### src/rtl/taxi_pcie_us_vsec_apb_ext.sv
// taxi_pcie_us_vsec_apb_ext
// PCIe vendor-specific extended capability that bridges host config-space
// accesses (UltraScale cfg_ext_* port) to an APB manager port.
//
// Optional feature: define TAXI_PCIE_VSEC_APB_TIMEOUT_EN to abort an APB
// access that has not seen pready after TIMEOUT cycles in ACCESS.
//
// Ports:
//   clk, rst                   clock, synchronous active-high reset
//   m_apb_*                    APB manager (paddr, pprot, psel, penable, pwrite,
//                              pwdata, pstrb, pauser, pwuser, prdata, pready, pslverr)
//   cfg_ext_read_received      config read strobe
//   cfg_ext_write_received     config write strobe
//   cfg_ext_register_number    dword index
//   cfg_ext_function_number    target function
//   cfg_ext_write_data/_byte_enable  config write payload
//   cfg_ext_read_data/_valid   registered read response, one cycle after strobe
module taxi_pcie_us_vsec_apb_ext #(
  parameter logic [15:0] EXT_CAP_ID       = 16'h000B,
  parameter logic [3:0]  EXT_CAP_VERSION  = 4'h1,
  parameter logic [11:0] EXT_CAP_OFFSET   = 12'h480,
  parameter logic [11:0] EXT_CAP_NEXT     = 12'h000,
  parameter logic [15:0] EXT_CAP_VSEC_ID  = 16'h00FF,
  parameter logic [3:0]  EXT_CAP_VSEC_REV = 4'h2,
  parameter logic [7:0]  FUNC_NUM         = 8'h00,
  parameter logic [15:0] TIMEOUT          = 16'd4096,
  parameter int unsigned ADDR_W           = 32,
  parameter int unsigned DATA_W           = 32,
  parameter int unsigned STRB_W           = DATA_W / 8,
  parameter int unsigned AUSER_W          = 1,
  parameter int unsigned WUSER_W          = 1
) (
  input  logic               clk,
  input  logic               rst,

  output logic [ADDR_W-1:0]  m_apb_paddr,
  output logic [2:0]         m_apb_pprot,
  output logic               m_apb_psel,
  output logic               m_apb_penable,
  output logic               m_apb_pwrite,
  output logic [DATA_W-1:0]  m_apb_pwdata,
  output logic [STRB_W-1:0]  m_apb_pstrb,
  output logic [AUSER_W-1:0] m_apb_pauser,
  output logic [WUSER_W-1:0] m_apb_pwuser,
  input  logic [DATA_W-1:0]  m_apb_prdata,
  input  logic               m_apb_pready,
  input  logic               m_apb_pslverr,

  input  logic               cfg_ext_read_received,
  input  logic               cfg_ext_write_received,
  input  logic [9:0]         cfg_ext_register_number,
  input  logic [7:0]         cfg_ext_function_number,
  input  logic [31:0]        cfg_ext_write_data,
  input  logic [3:0]         cfg_ext_write_byte_enable,
  output logic [31:0]        cfg_ext_read_data,
  output logic               cfg_ext_read_data_valid
);

  if (ADDR_W == 0 || ADDR_W > 32 || !(DATA_W == 32 || DATA_W == 64) || STRB_W * 8 != DATA_W) begin : g_bad_cfg
    $fatal(1, "taxi_pcie_us_vsec_apb_ext: unsupported APB width combination");
  end

  localparam logic [9:0]  BASE_IDX = 10'(EXT_CAP_OFFSET >> 2);
  localparam logic [11:0] VSEC_LEN = 12'h018;

  typedef enum logic [1:0] {ST_IDLE, ST_SETUP, ST_ACCESS} state_t;

  state_t       state_q, state_d;
  logic [31:0]  addr_q, addr_d;
  logic [63:0]  data_q, data_d;
  logic [7:0]   strb_q, strb_d;
  logic         done_q, done_d, slverr_q, slverr_d, tmo_q, tmo_d;
  logic         ovr_q, ovr_d, last_wr_q, last_wr_d;
  logic         pwrite_q, pwrite_d, psel_q, psel_d, penable_q, penable_d;
  logic [31:0]  rd_data_q, rd_data_d;
  logic         rd_valid_q, rd_valid_d;
  logic [9:0]   offset;
  logic         hit, busy;

`ifdef TAXI_PCIE_VSEC_APB_TIMEOUT_EN
  localparam logic [15:0] TIMEOUT_LAST = TIMEOUT - 16'd1;
  logic [15:0]  cnt_q, cnt_d;
`else
  localparam logic [15:0] timeout_unused = TIMEOUT;
`endif

  assign offset = cfg_ext_register_number - BASE_IDX;
  assign hit    = (cfg_ext_function_number == FUNC_NUM) && (offset < 10'd6);
  assign busy   = (state_q != ST_IDLE);

  // Config decode, APB sequencing and next-state for every register
  always_comb begin
    state_d    = state_q;
    addr_d     = addr_q;
    data_d     = data_q;
    strb_d     = strb_q;
    done_d     = done_q;
    slverr_d   = slverr_q;
    tmo_d      = tmo_q;
    ovr_d      = ovr_q;
    last_wr_d  = last_wr_q;
    pwrite_d   = pwrite_q;
    rd_data_d  = '0;
    rd_valid_d = 1'b0;
`ifdef TAXI_PCIE_VSEC_APB_TIMEOUT_EN
    cnt_d      = cnt_q;
`endif

    if (cfg_ext_read_received && hit) begin
      rd_valid_d = 1'b1;
      case (offset)
        10'd0:   rd_data_d = {EXT_CAP_NEXT, EXT_CAP_VERSION, EXT_CAP_ID};
        10'd1:   rd_data_d = {VSEC_LEN, EXT_CAP_VSEC_REV, EXT_CAP_VSEC_ID};
        10'd2:   rd_data_d = addr_q;
        10'd3:   rd_data_d = {26'd0, last_wr_q, ovr_q, tmo_q, slverr_q, done_q, busy};
        10'd4:   rd_data_d = data_q[31:0];
        10'd5:   rd_data_d = (DATA_W == 64) ? data_q[63:32] : 32'd0;
        default: rd_data_d = '0;
      endcase
    end

    if (cfg_ext_write_received && hit) begin
      if (busy) begin
        // Register writes cannot be honoured mid-transfer; flag them instead
        if (offset >= 10'd2) ovr_d = 1'b1;
      end else begin
        case (offset)
          10'd2: addr_d = cfg_ext_write_data;
          10'd3: begin
            done_d   = 1'b0;
            slverr_d = 1'b0;
            tmo_d    = 1'b0;
            ovr_d    = 1'b0;
            if (cfg_ext_write_data[1] || cfg_ext_write_data[0]) begin
              state_d   = ST_SETUP;
              pwrite_d  = cfg_ext_write_data[1];
              last_wr_d = cfg_ext_write_data[1];
`ifdef TAXI_PCIE_VSEC_APB_TIMEOUT_EN
              cnt_d     = '0;
`endif
            end
          end
          10'd4: begin
            data_d[31:0] = cfg_ext_write_data;
            strb_d[3:0]  = cfg_ext_write_byte_enable;
          end
          10'd5: begin
            if (DATA_W == 64) begin
              data_d[63:32] = cfg_ext_write_data;
              strb_d[7:4]   = cfg_ext_write_byte_enable;
            end
          end
          default: ;
        endcase
      end
    end

    case (state_q)
      ST_SETUP:  state_d = ST_ACCESS;
      ST_ACCESS: begin
        if (m_apb_pready) begin
          state_d  = ST_IDLE;
          done_d   = 1'b1;
          slverr_d = m_apb_pslverr;
          if (!pwrite_q) data_d = 64'(m_apb_prdata);
        end
`ifdef TAXI_PCIE_VSEC_APB_TIMEOUT_EN
        else if (cnt_q == TIMEOUT_LAST) begin
          state_d = ST_IDLE;
          done_d  = 1'b1;
          tmo_d   = 1'b1;
        end else begin
          cnt_d = cnt_q + 16'd1;
        end
`endif
      end
      default: ;
    endcase

    psel_d    = (state_d != ST_IDLE);
    penable_d = (state_d == ST_ACCESS);
  end

  always_ff @(posedge clk) begin
    if (rst) begin
      state_q    <= ST_IDLE;
      addr_q     <= '0;
      data_q     <= '0;
      strb_q     <= '0;
      done_q     <= 1'b0;
      slverr_q   <= 1'b0;
      tmo_q      <= 1'b0;
      ovr_q      <= 1'b0;
      last_wr_q  <= 1'b0;
      pwrite_q   <= 1'b0;
      psel_q     <= 1'b0;
      penable_q  <= 1'b0;
      rd_data_q  <= '0;
      rd_valid_q <= 1'b0;
`ifdef TAXI_PCIE_VSEC_APB_TIMEOUT_EN
      cnt_q      <= '0;
`endif
    end else begin
      state_q    <= state_d;
      addr_q     <= addr_d;
      data_q     <= data_d;
      strb_q     <= strb_d;
      done_q     <= done_d;
      slverr_q   <= slverr_d;
      tmo_q      <= tmo_d;
      ovr_q      <= ovr_d;
      last_wr_q  <= last_wr_d;
      pwrite_q   <= pwrite_d;
      psel_q     <= psel_d;
      penable_q  <= penable_d;
      rd_data_q  <= rd_data_d;
      rd_valid_q <= rd_valid_d;
`ifdef TAXI_PCIE_VSEC_APB_TIMEOUT_EN
      cnt_q      <= cnt_d;
`endif
    end
  end

  // Upper strobe nibble only exists on a 64-bit bus
  if (DATA_W == 32) begin : g_d32
    logic unused_hi;
    assign unused_hi = ^strb_q[7:4];
  end

  assign m_apb_paddr             = addr_q[ADDR_W-1:0];
  assign m_apb_pprot             = 3'b010;
  assign m_apb_psel              = psel_q;
  assign m_apb_penable           = penable_q;
  assign m_apb_pwrite            = pwrite_q;
  assign m_apb_pwdata            = data_q[DATA_W-1:0];
  assign m_apb_pstrb             = strb_q[STRB_W-1:0];
  assign m_apb_pauser            = '0;
  assign m_apb_pwuser            = '0;
  assign cfg_ext_read_data       = rd_data_q;
  assign cfg_ext_read_data_valid = rd_valid_q;

endmodule

### config.mk
export PLATFORM = sky130hd
export DESIGN_NAME = taxi_pcie_us_vsec_apb_ext
export DESIGN_NICKNAME = d
export VERILOG_FILES = /design/src/rtl/taxi_pcie_us_vsec_apb_ext.sv
export SDC_FILE = /design/constraint.sdc
export NUM_CORES = 1
export LEC_CHECK = 0
export BUFFER_PORTS_ARGS = -buffer_cell sky130_fd_sc_hd__buf_2
export CAP_MARGIN = 20
export CORE_AREA = 2 2 100 102
export DETAILED_ROUTE_END_ITERATION = 12
export DIE_AREA = 0 0 102 104
export PLACE_DENSITY = 0.83
export SLEW_MARGIN = 25
export SYNTH_ARGS = -nofsm -noshare
export SYNTH_HDL_FRONTEND = slang
export SYNTH_SLANG_ARGS = --single-unit
### constraint.sdc
create_clock -name clk -period 6.4 [get_ports clk]
set_clock_uncertainty 0.05 [all_clocks]
set_input_delay 0.96 -clock clk [delete_from_list [all_inputs] [get_ports clk]]
set_output_delay 0.96 -clock clk [all_outputs]
set_load 0.005 [all_outputs]
==> impl_metrics.yaml, run 1 <==
place:
  place.port_buffers: 195
  dp_cells: 849
  globalplace.congestion: 0.8811
  hpwl_mm: 9.945
die:
  dieArea_sq_um: 10610
  start_util_pct: 49.54
  rows: 36
  ios: 201
  die_x_um: 102
  die_h_um: 104
  core_area_sq_um: 9549
route:
  dr.pass1.iters: 5
  antenna_left: 0
  vias: 4977
  drt_iter0_drc: 357
  via_per_inst: 5.747
  routedWlPerCell_um: 16.73
  routed_wl_mm: 14.49
  drc: 0
power_and_ir_drop:
  intPower_mw: 0.8899
  p_sw_mw: 0.2696
  combinationalPowerShare_pct: 5.7
  p_sw_share_pct: 23.25
  vdd_ir_drop_max_mv: 0.1176
  clockPowerShare_pct: 35.8
  power.density_nw_per_um2: 193.9
  p_seq_share_pct: 58.4
  total_power_mw: 1.159
  leakage_nw: 2.436
layout:
  final_common_cell: "buf_2"
  final-instance-count-excl-fill: 866
  final_cell_mix: "buf_2, dfxtp_1, nor2_1, nand3_1, a21oi_1"
  area_growth_pct: 26.40
  regArea_sq_um: 2182
  fin_nets: 825
  fill_cells: 861
  drive_above_1_share_pct: 31.51
  multi_input_area_sq_um: 2350
  diodes: 0
clock_network:
  clock_latency_ps: 350
  cts_tree: "yes"
  cts-root-buf: "clkbuf_8"
  hold_buffers: 0
  cts_made_buffers: 9
  cts.clk_slew.worst_paths_ps: 100
  cts_setup_buffers: 0
  cts_buffer_depth: 2
  cts.sinks: 109
  cts_resized: 0
  htreeDepth: 3
synthesis:
  synth_cell_types: 55
  synth_seq_cells: 109
  yosysWarnings: 0
  syn_area_sq_um: 4731
  synth_edf_count: 0
  synth-async-reset-ratio_pct: 0
  ys_seq_area_share_pct: 46.13
  synth_cells: 566
  syn_avg_cell_area_sq_um: 8.358
  synthFlopType: "dfxtp_1"
critical_path:
  crit_fanout: 31
  critPathRequiredTime_ps: 6560
  crit_arrival_ps: 3550
  reg2reg_slack_ps: 4040
  start_kind: "input pin"
  endpoint_kind: "register"
  path_class: "in2reg"
global_routing:
  grt_max_degree: 80
  grt_overflow: 0
  grtUsageTotal_pct: 26.77
  grt_pass1_wl_mm: 22.91
  antenna_found_initial: 0
  grt_pass1_vias: 4606
timing:
  rsz0062_at_grt: "false"
  period_share_pct: 53.03
  maxSlewHeadroom_pct: 36.67
  slew_violations: 0
  tightest_slew_ps: 947.9
  finalSetupViolCount: 0
  clock.fmax_ghz: 0.2946
  finalSetupTns_ps: 0
  hold_viol: 0
  holdWs_ps: 426.8
  fin_crit_ps: 3394
worst_hold_path:
  hold_class: "reg2reg"
run_status:
  status: "complete, no violations"
run:
  maxCapViolCount: 0
metal layers:
layer | wire length (um) | track usage, % | up-vias
li1 | - | - | 2370
met1 | 5825 | 35.92 | 2313
met2 | 7102 | 44.41 | 279
met3 | 1415 | 4.570 | 15
met4 | 147 | 6.857 | 0
met5 | 0 | 0 | -
cells by family (layout without fill, tap and decap cells):
group | Yosys count | in the layout | share of synthesized area, %
and+or+nand+nor | 253 | 253 | 28.17
other | 2 | 5 | 0.1587
xor gates and xnor gates | 1 | 1 | 0.1852
muxes | 5 | 5 | 1.058
buffers and inverters | 62 | 226 | 5.687
AOI/OAI and AO/OA | 129 | 129 | 17.30
DFF | 109 | 109 | 46.13
adders and majority gates | 5 | 5 | 1.322
cell usage after synthesis (7+ instances only):
| master | n | share of area (%) |
|---|---|---|
| dfxtp_1 | 109 | 46 |
| nor2_1 | 63 | 5.0 |
| clkbuf_1 | 44 | 3.5 |
| a21oi_1 | 40 | 4.2 |
| nand3_1 | 40 | 4.2 |
| nor4_1 | 36 | 4.8 |
| o21ai_0 | 34 | 3.6 |
| nor3_1 | 33 | 3.5 |
| nor3b_1 | 31 | 4.9 |
| nand2_1 | 24 | 1.9 |
| a22oi_1 | 22 | 3.5 |
| a31oi_1 | 8 | 1.1 |
| inv_1 | 7 | 0.56 |
| nand2b_1 | 7 | 0.93 |
flip-flops by register name, indices dropped and copies added, names as in the netlist:
register / cells
m_apb_psel: 1
cfg_ext_read_data: 32
cfg_ext_read_data_valid: 1
m_apb_penable: 1
done_q: 1
slverr_q: 1
state_q: 2
strb_q: 4
m_apb_pwrite: 1
m_apb_paddr: 32
ovr_q: 1
data_q: 32
cell type report:
| class | instances | area share, % |
|---|---|---|
| clock buffers | 10 | 2.134 |
| multi-input cells | 398 | 39.30 |
| inverters | 7 | 0.4394 |
| clock inverters | 6 | 1.193 |
| well taps | 133 | 2.783 |
| repair buffers | 203 | 17.66 |
| flip-flops and latches | 109 | 36.49 |
power groups by stage:
stage / Clock (mW) / Sequential [mW] / Combinational, mW
detailed placement: 0 / 0.693 / 0.0638
finish: 0.416 / 0.678 / 0.0662
CTS: 0.426 / 0.678 / 0.0644
global route: 0.449 / 0.678 / 0.0717
floorplan: 0 / 0.693 / 0.0252
global placement: 0 / 0.693 / 0.0623
final timing paths:
check                        startpoint                     to  cells past startpoint
max reg2reg                  state_q[0]             data_q[17]                      7
min reg2reg                    slverr_q               slverr_q                      2
max          cfg_ext_register_number[5]  cfg_ext_read_data[16]                      9
min                            slverr_q               slverr_q                      2
through the flow:
stage | cell area [sq um] | utilization [%] | setup WS (ps)
2_1_floorplan | 4742 | - | 3438
3_3_place_gp | 5739 | 60.10 | 2775
3_5_place_dp | 5747 | 60.18 | 2666
4_1_cts | 5946 | 62.26 | 3037
5_1_grt | 5979 | 62.62 | 2790
6_report | 5979 | 62.62 | 3006
critical path, cell delays in order:
cell	delay [ps]
buf_2	150
inv_1	60
ha_1	230
and3b_1	210
o221ai_1	630
a21boi_2	100
buf_4	280
o21bai_1	800
nor2_1	130
Power figures use the tool's default switching activity.
==> run 2: changes to the inputs <==
--- a/config.mk
+++ b/config.mk
@@ -7,10 +7,10 @@
 export LEC_CHECK = 0
 export BUFFER_PORTS_ARGS = -buffer_cell sky130_fd_sc_hd__buf_2
 export CAP_MARGIN = 20
-export CORE_AREA = 2 2 100 102
+export CORE_AREA = 2 2 103 105
 export DETAILED_ROUTE_END_ITERATION = 12
-export DIE_AREA = 0 0 102 104
-export PLACE_DENSITY = 0.83
+export DIE_AREA = 0 0 105 107
+export PLACE_DENSITY = 0.79
 export SLEW_MARGIN = 25
 export SYNTH_ARGS = -nofsm -noshare
 export SYNTH_HDL_FRONTEND = slang
==> constraint.sdc (replaced) <==
create_clock -name clk -period 3.4 [get_ports clk]
set_clock_uncertainty 0.05 [all_clocks]
set_input_delay 0.51 -clock clk [delete_from_list [all_inputs] [get_ports clk]]
set_output_delay 0.51 -clock clk [all_outputs]
set_load 0.005 [all_outputs]
==> run 2 against run 1 <==
Effect of this change: clock-buffer cell count is the same; critical path depth is the same; cell area is essentially flat; largest power group unchanged.
==> impl_metrics.yaml, run 2 (same netlist as run 1, synthesis figures left out) <==
run_status:
  status: "complete, no violations"
place:
  hpwl_mm: 10.23
  post-place-ws_ps: 421.6
  globalplace.congestion: 0.8477
  dp_cells: 860
  place.port_buffers: 195
die:
  die_h_um: 107
  dieArea_sq_um: 11240
  ios: 201
  die_x_um: 105
  start_util_pct: 46.88
  core_area_sq_um: 10090
  rows: 37
timing:
  rsz0062_at_grt: "false"
  finalSetupTns_ps: 0
  slew_violations: 0
  clock.fmax_ghz: 0.3839
  fin_crit_ps: 2605
  maxSlewHeadroom_pct: 42.06
  setup_ws_ps: 795.3
  finalSetupViolCount: 0
  tightest_slew_ps: 869.1
  period_share_pct: 76.61
  hold_viol: 0
power_and_ir_drop:
  vdd_ir_drop_max_mv: 0.2361
  leakage_nw: 2.469
  power.density_nw_per_um2: 356.2
clock_network:
  cts-root-buf: "clkbuf_8"
  cts_resized: 0
  htreeDepth: 3
  cts.clk_slew.worst_paths_ps: 110
  cts_made_buffers: 9
  cts_tree: "yes"
  clock_latency_ps: 370
  hold_buffers: 0
  cts_setup_buffers: 0
  cts.sinks: 109
  cts_buffer_depth: 2
global_routing:
  antenna_found_initial: 0
  grt_pass1_wl_mm: 23.56
  grt_max_degree: 79
  grtUsageTotal_pct: 25.94
  grt_pass1_vias: 4739
  grt_overflow: 0
layout:
  drive_above_1_share_pct: 31.89
  diodes: 0
  fill_cells: 914
  regArea_sq_um: 2182
  final_cell_mix: "buf_2, dfxtp_1, nor2_1, nand3_1, a21oi_1"
  area_growth_pct: 26.50
  final_common_cell: "buf_2"
  fin_nets: 832
  multi_input_area_sq_um: 2344
  final-instance-count-excl-fill: 876
run:
  maxCapViolCount: 0
route:
  wl_met3_mm: 1.499
  topRoutingLayerUsed: "met4"
  via_per_inst: 5.769
  vias: 5054
  routed_wl_mm: 14.80
  drc: 0
  drt-met1-wl_mm: 6.011
  routedWlPerCell_um: 16.89
  drt_iter0_drc: 404
  dr.pass1.iters: 5
  antenna_left: 0
  dr_wl_met2_mm: 7.133
critical_path:
  crit_arrival_ps: 2850
  slowest_stage: "a21oi_4"
  endpoint_kind: "register"
  worstPathCellList: "buf_2, inv_1, ha_1, and3b_1, o221ai_1, a21oi_4, buf_4, nand3_1, a21oi_1"
  critPathRequiredTime_ps: 3650
  crit_fanout: 22
  start_kind: "input pin"
  path_class: "in2reg"
  cp_slowest_stage_delay_ps: 640
worst_hold_path:
  hold_class: "in2reg"
-- run 2: where the power goes --
group	internal, mW	switching [mW]
clock network	0.274	0.457
logic	0.0513	0.0734
registers	1.28	0.00000174
total	1.60	0.531
-- run 2: per-layer routing --
metal	up-vias	GRT usage (%)
met5	-	0
li1	2378	-
met3	16	6.383
met1	2371	33.70
met2	289	43.04
met4	0	7.143
-- run 2: cell type report --
class / count / share of cell area (%)
clock inverter: 6 / 0.7736
tap: 136 / 2.843
timing repair buffer: 210 / 18.19
clock buffer: 10 / 2.133
multi-input combinational: 398 / 39.16
inverter: 7 / 0.4391
sequential: 109 / 36.46
-- run 2: through the flow --
step / power (mW) / hold slack, ps / instance area (sq um) / utilization, %
4_1_cts: 2.137 / 314.9 / 5984 / 59.30
6_report: 2.132 / 323.1 / 5984 / 59.30
3_5_place_dp: 1.427 / 401.4 / 5811 / 57.57
5_1_grt: 2.205 / 324.1 / 5984 / 59.30
2_1_floorplan: 1.353 / 386.6 / 4742 / -
3_3_place_gp: 1.424 / 401.9 / 5811 / 57.57
-- run 2: final timing paths --
path,cells past startpoint,end,slack (ps),startpoint
max,9,cfg_ext_read_data[5],800,cfg_ext_register_number[6]
min,3,strb_q[2],320,cfg_ext_write_byte_enable[2]
max reg2reg,8,m_apb_paddr[26],1300,state_q[0]
min reg2reg,2,done_q,420,done_q
-- run 2: worst max-delay path: cells and delay by family --
kind / cells / cell delay [ps]
AO/OA/AOI/OAI: 3 / 1220
adder cells (fa/ha/maj): 1 / 200
buffers and inverters: 3 / 570
AND/OR/NAND/NOR: 2 / 340
